--- src/rtl/riscv_pkg.sv ---
// Shared RV32 decode constants used by the execute-stage units.
package riscv_pkg;

  localparam logic [6:0] OPCODE_OP    = 7'b0110011;
  localparam logic [6:0] FUNC7_MULDIV = 7'b0000001;

  typedef enum logic [2:0] {
    MUL    = 3'd0,
    MULH   = 3'd1,
    MULHSU = 3'd2,
    MULHU  = 3'd3,
    DIV    = 3'd4,
    DIVU   = 3'd5,
    REM    = 3'd6,
    REMU   = 3'd7
  } m_func3_e;

endpackage

--- src/rtl/mul_div_unit_div_iter.sv ---
// Unsigned restoring divider: one quotient bit per cycle, XLEN cycles per divide.
module div_iter #(
  parameter int unsigned XLEN = 32
) (
  input  logic            clk,
  input  logic            rst_n,
  input  logic            start,
  input  logic [XLEN-1:0] dividend,
  input  logic [XLEN-1:0] divisor,
  output logic            done,
  output logic [XLEN-1:0] quotient,
  output logic [XLEN-1:0] remainder
);

  localparam int unsigned CW = $clog2(XLEN) + 1;
  localparam logic [CW-1:0] LAST = CW'(XLEN);

  logic            r_busy;
  logic [CW-1:0]   r_cnt;
  logic [XLEN-1:0] r_q;
  logic [XLEN-1:0] r_d;
  logic [XLEN-1:0] r_r;
  logic [XLEN:0]   w_shift;
  logic [XLEN:0]   w_diff;

  // The dividend is shifted out of r_q while quotient bits are shifted in.
  assign w_shift = {r_r, r_q[XLEN-1]};
  assign w_diff  = w_shift - {1'b0, r_d};
  assign done      = r_busy && (r_cnt == LAST);
  assign quotient  = r_q;
  assign remainder = r_r;

  always_ff @(posedge clk or negedge rst_n) begin
    if (!rst_n) begin
      r_busy <= 1'b0;
      r_cnt  <= '0;
      r_q    <= '0;
      r_d    <= '0;
      r_r    <= '0;
    end else if (start) begin
      r_busy <= 1'b1;
      r_cnt  <= '0;
      r_q    <= dividend;
      r_d    <= divisor;
      r_r    <= '0;
    end else if (done) begin
      r_busy <= 1'b0;
    end else if (r_busy) begin
      r_cnt <= r_cnt + 1'b1;
      if (!w_diff[XLEN]) begin
        r_r <= w_diff[XLEN-1:0];
        r_q <= {r_q[XLEN-2:0], 1'b1};
      end else begin
        r_r <= w_shift[XLEN-1:0];
        r_q <= {r_q[XLEN-2:0], 1'b0};
      end
    end
  end

endmodule

--- src/rtl/mul_div_unit.sv ---
// Sequential RV32M multiply/divide unit with valid/ready request and result handshakes.
module mul_div_unit
  import riscv_pkg::*;
#(
  parameter int unsigned XLEN       = 32,
  parameter bit          SIGN_FIXUP = 1'b1
) (
  input  logic            clk,
  input  logic            rst_n,
  input  logic            in_valid,
  output logic            in_ready,
  input  logic [6:0]      opcode,
  input  logic [2:0]      func3,
  input  logic [6:0]      func7,
  input  logic [XLEN-1:0] data1,
  input  logic [XLEN-1:0] data2,
  output logic            out_valid,
  input  logic            out_ready,
  output logic [XLEN-1:0] result
);

  typedef enum logic [1:0] {ST_IDLE, ST_MUL, ST_DIV, ST_DONE} mdu_state_e;

  localparam logic [XLEN-1:0] INT_MIN = {1'b1, {(XLEN-1){1'b0}}};

  mdu_state_e        r_state, w_next;
  logic [XLEN-1:0]   r_result;
  logic              r_is_rem, r_neg_q, r_neg_r;

  m_func3_e          w_f3;
  logic              w_accept, w_is_m, w_signed_div, w_div_zero, w_ovf, w_slow;
  logic              w_sa, w_sb;
  logic [2*XLEN-1:0] w_a_ext, w_b_ext, w_prod;
  logic [XLEN-1:0]   w_mag_a, w_mag_b, w_fast;
  logic              w_div_done;
  logic [XLEN-1:0]   w_quot, w_rem;

  assign w_f3         = m_func3_e'(func3);
  assign w_accept     = in_valid && (r_state == ST_IDLE);
  assign w_is_m       = (opcode == OPCODE_OP) && (func7 == FUNC7_MULDIV);
  assign w_signed_div = SIGN_FIXUP && ((w_f3 == DIV) || (w_f3 == REM));
  assign w_div_zero   = (data2 == '0);
  assign w_ovf        = w_signed_div && (data1 == INT_MIN) && (data2 == '1);
  assign w_slow       = w_is_m && func3[2] && !w_div_zero && !w_ovf;

  // Sign/zero-extend to 2*XLEN so one truncated multiply serves all four variants.
  assign w_sa    = (w_f3 == MULH) || (w_f3 == MULHSU);
  assign w_sb    = (w_f3 == MULH);
  assign w_a_ext = {{XLEN{w_sa & data1[XLEN-1]}}, data1};
  assign w_b_ext = {{XLEN{w_sb & data2[XLEN-1]}}, data2};
  assign w_prod  = w_a_ext * w_b_ext;

  assign w_mag_a = (w_signed_div && data1[XLEN-1]) ? -data1 : data1;
  assign w_mag_b = (w_signed_div && data2[XLEN-1]) ? -data2 : data2;

  always_comb begin
    w_fast = '0;
    if (w_is_m) begin
      case (w_f3)
        MUL:                  w_fast = w_prod[XLEN-1:0];
        MULH, MULHSU, MULHU:  w_fast = w_prod[2*XLEN-1:XLEN];
        default: begin
          if (w_div_zero)  w_fast = func3[1] ? data1 : '1;
          else if (w_ovf)  w_fast = func3[1] ? '0 : data1;
        end
      endcase
    end
  end

  div_iter #(.XLEN(XLEN)) u_div_iter (
    .clk       (clk),
    .rst_n     (rst_n),
    .start     (w_accept && w_slow),
    .dividend  (w_mag_a),
    .divisor   (w_mag_b),
    .done      (w_div_done),
    .quotient  (w_quot),
    .remainder (w_rem)
  );

  // ST_MUL is the single-cycle result stage shared by multiplies, special-case
  // divides and non-M encodings, so all of them see the same 1-cycle latency.
  always_comb begin
    w_next    = r_state;
    in_ready  = 1'b0;
    out_valid = 1'b0;
    case (r_state)
      ST_IDLE: begin
        in_ready = 1'b1;
        if (in_valid) w_next = w_slow ? ST_DIV : ST_MUL;
      end
      ST_MUL:  w_next = ST_DONE;
      ST_DIV:  if (w_div_done) w_next = ST_DONE;
      ST_DONE: begin
        out_valid = 1'b1;
        if (out_ready) w_next = ST_IDLE;
      end
      default: w_next = ST_IDLE;
    endcase
  end

  always_ff @(posedge clk or negedge rst_n) begin
    if (!rst_n) begin
      r_state  <= ST_IDLE;
      r_result <= '0;
      r_is_rem <= 1'b0;
      r_neg_q  <= 1'b0;
      r_neg_r  <= 1'b0;
    end else begin
      r_state <= w_next;
      if (w_accept) begin
        r_result <= w_fast;
        r_is_rem <= func3[1];
        r_neg_q  <= w_signed_div && (data1[XLEN-1] ^ data2[XLEN-1]);
        r_neg_r  <= w_signed_div && data1[XLEN-1];
      end else if ((r_state == ST_DIV) && w_div_done) begin
        if (r_is_rem) r_result <= r_neg_r ? -w_rem : w_rem;
        else          r_result <= r_neg_q ? -w_quot : w_quot;
      end
    end
  end

  assign result = r_result;

endmodule
--- config.mk ---
export PLATFORM = sky130hd
export DESIGN_NAME = mul_div_unit
export DESIGN_NICKNAME = d
export VERILOG_FILES = /design/src/rtl/riscv_pkg.sv /design/src/rtl/mul_div_unit_div_iter.sv /design/src/rtl/mul_div_unit.sv
export SDC_FILE = /design/constraint.sdc
export NUM_CORES = 2
export LEC_CHECK = 0
export ABC_AREA = 1
export BUFFER_PORTS_ARGS = -buffer_cell sky130_fd_sc_hd__buf_2
export CAP_MARGIN = 20
export CORE_MARGIN = 5
export CORE_UTILIZATION = 50
export DETAILED_ROUTE_END_ITERATION = 12
export PLACE_DENSITY = 0.8
export SLEW_MARGIN = 25
export SYNTH_ARGS = -nofsm -noshare
export SYNTH_HDL_FRONTEND = slang
export SYNTH_SLANG_ARGS = --single-unit
--- constraint.sdc ---
create_clock -name clk -period 2.4 [get_ports clk]
set_clock_uncertainty 0.1 [all_clocks]
set_input_delay 0 -clock clk [delete_from_list [all_inputs] [get_ports clk]]
set_output_delay 0 -clock clk [all_outputs]
set_load 0.1 [all_outputs]
==> key figures <==
Run status
  – Outcome: complete, but fails checks
  – Violated checks: negative setup slack

Clocking
  – CTS root buffer: clkbuf_16
  – H-tree lvl count: 4
  – Clock Tree Buf Depth: 2
  – TritonCTS Buffers: 17
  – CTS tree: yes
  – # clock sinks: 140
  – Later-pin clock latency in the skew report: 450 ps
  – Clk slew on worst S/H paths: 70 ps

Logic synthesis
  – Yosys warns: 0
  – Yosys reg bits: 140
  – Gate Count Post-Synth: 7134
  – Main synth FF type: dfrtp_1
  – Sequential element share of the synthesized area: 0.0665
  – Ys async rst share: 1.00
  – EDFF count, synth: 0
  – Syn Area/Cell: approximately 7.4 um2
  – Synth unique cells: 46
  – Synthesized area: 0.0527 mm2
  – Synthesized Nets: 8600

Die
  – Initial core utilization: 0.502
  – Die height: between 300 and 400 um
  – FP Rows: about 120
  – Overall die width: roughly 330 um
  – Die area: roughly 0.11 mm2
  – Core Area: between 0.1 and 0.15 mm2
  – Io pins: ~120

Critical path
  – Worst EP required: 2670 ps
  – Critical Path End Type: flop
  – CP most frequent cell: fa_1
  – WS Path Type: in -> reg
  – Reg2reg path depth: 14
  – Largest stage delay, worst path: approximately 600 ps
  – CP max FO: 5
  – Reg2reg setup slack: -480 ps
  – Critical-path top delay cell: fa_2
  – Critical Path AT: ~7200 ps
  – Worst r2r src: u_div_iter.quotient[0]
  – CP Launch Type: primary input
  – Worst reg2reg path endpoint: result[15]

STA
  – Final worst setup slack: -4480 ps
  – FMAX: approximately 0.15 GHz
  – Final Cycle Share: 2.87
  – Measured slew at the worst slew-check pin: ~630 ps
  – Slew Viols, Final: 0
  – Final setup vio count: 65
  – Slew HR: 0.575
  – Period minus WS final: approximately 6900 ps
  – Hold Vio Cnt, Final: 0
  – RSZ-0062 raised after global routing: true

Drt
  – Drt wl/cell: between 20 and 25 um
  – Routed Antenna Nets: 0
  – Via/cell ratio: roughly 5.5
  – First-pass DRT Iterations: 6
  – DRC Markers: 0
  – Final wirelength: 210000 um
  – Via count: ~52000
  – Drt initial violations: 4755

Cells and area
  – Area growth, synth to finish: 30.0%
  – Area of the multi-input gates: 0.0439 mm2
  – # fillers: between 8000 and 9000
  – Final Cell Area: 0.0685 mm2
  – Share of layout cells above drive strength 1: 0.240
  – FF+latch area: approximately 0.0035 mm2
  – Nets: between 9000 and 10000

Flow run
  – Max cap viols: 0

GRT
  – Initial antenna violation count: 17
  – First-pass GRT wire length: ~310000 um
  – Vias in the first global route: between 50000 and 60000
  – Global-route usage over all layers: 0.365
  – Largest net degree at the start of global routing: 54
  – Gr ovfl total: 0

Place
  – DP Wirelength: 171000 um
  – Area post-placement: about 0.063 mm2
  – Port Buffers: between 100 and 150
  – Placer's final routability congestion estimate: 1.05

Min path
  – Worst Hold Class: in -> async
area by class of cell:
type,instances,area share
timing repair buffer,1291,0.169
antenna,9,0.000329
multi-input combinational,4775,0.641
clock buffer,18,0.00627
clock inverter,13,0.00259
sequential,140,0.0512
inverter,1882,0.104
tap,1391,0.0254
worst max path at each step:
| stage | cells after the start | start | to | slack (ps) |
|---|---|---|---|---|
| final | 34 | func3[2] | result[20] | -4480 |
| after global routing | 36 | func3[1] | result[24] | -4710 |
| after CTS | 35 | data1[31] | result[30] | -4390 |
| after detailed placement | 35 | func3[0] | result[12] | -5190 |
| after global placement | 33 | func3[0] | result[28] | -5100 |
| after floorplan | 33 | data1[31] | result[18] | -4660 |
worst max-delay path: cells and delay by family:
kind / cells / cell delay [ps]
AO/OA/AOI/OAI: 5 / 650
adder cells (fa/ha/maj): 9 / 4430
buffers and inverters: 12 / 1200
AND/OR/NAND/NOR: 8 / 870
state kept, by name, indices dropped and copies added, names as in the netlist:
| name | count |
|---|---|
| u_div_iter.r_busy | 1 |
| r_neg_r | 1 |
| u_div_iter.remainder | 32 |
| u_div_iter.r_cnt | 6 |
| result | 32 |
| r_neg_q | 1 |
| u_div_iter.quotient | 32 |
| r_is_rem | 1 |
| u_div_iter.r_d | 32 |
| r_state | 2 |
Yosys cell counts, types with 50 or more instances:
cell      number  area [um2]
ha_1         255        3190
nand2_1     1775        6660
buf_1        114         428
inv_1       1871        7020
nand4_1       59         369
nand3_1      235        1180
clkbuf_1     167         627
a21oi_1      222        1110
buf_2         50         250
xor2_1        59         517
o21ai_0      351        1760
dfrtp_1      140        3500
nor2_1       428        1610
fa_1        1126       22500
cell families after synthesis:
kind of cell	count (synthesis)	synth area share
AND/OR/NAND/NOR	2591	0.197
buffers and inverters	2219	0.160
adder cells (fa/ha/maj)	1381	0.489
AO/OA/AOI/OAI	707	0.0714
flip-flops	140	0.0665
XOR/XNOR	96	0.0160
layer usage:
layer / GRT usage / routed length [um] / vias up
met4: 0.224 / 18600 / 6
met3: 0.0669 / 19000 / 923
li1: - / - / 22700
met2: 0.606 / 98100 / 2833
met1: 0.443 / 73800 / 25900
met5: 0 / 44 / -
per-stage QoR:
| stage | std cells | setup WS (ps) | hold WS [ps] | utilization | setup TNS (ps) |
|---|---|---|---|---|---|
| finish | 9519 | -4480 | 56.6 | 0.652 | -146880 |
| global route | 9516 | -4710 | 74.4 | 0.652 | -157730 |
| CTS | 9461 | -4390 | 42.2 | 0.634 | -145400 |
| detailed placement | 9343 | -5190 | -120 | 0.600 | -253090 |
| global placement | 9343 | -5100 | -129 | 0.600 | -250580 |
| floorplan | 7134 | -4660 | -396 | - | -133760 |
layout by cell type (no fill, tap or decap), types with 36 or more instances in the layout:
cell type,count
inv_1,1784
nor2_2,48
nor2_1,314
o21ai_2,45
inv_2,78
nand2_1,1651
nor2_4,70
nand3_2,50
xnor2_1,36
nand2_4,56
nand2_2,60
dfrtp_1,140
buf_4,979
nand3_1,178
ha_1,206
buf_2,70
a21oi_2,56
nand4_1,59
a21oi_1,151
buf_6,103
buf_12,91
ha_4,48
o21ai_0,253
xor2_1,59
o21ai_1,89
fa_1,1099
repair_timing:
| action | in CTS | in global routing |
|---|---|---|
| buffers inserted | 74 | 56 |
| hold endpoints to repair | 144 | 0 |
| setup endpoints to repair | 135 | 104 |
| gates cloned | 12 | 11 |
| hold buffers | 3 | 0 |
| gates resized for setup | 590 | 396 |
| pin swaps | 165 | 202 |
Power is left out: the tool's default activity adds up to more than one toggle a clock period on the data nets, which glitch-free logic cannot reach.
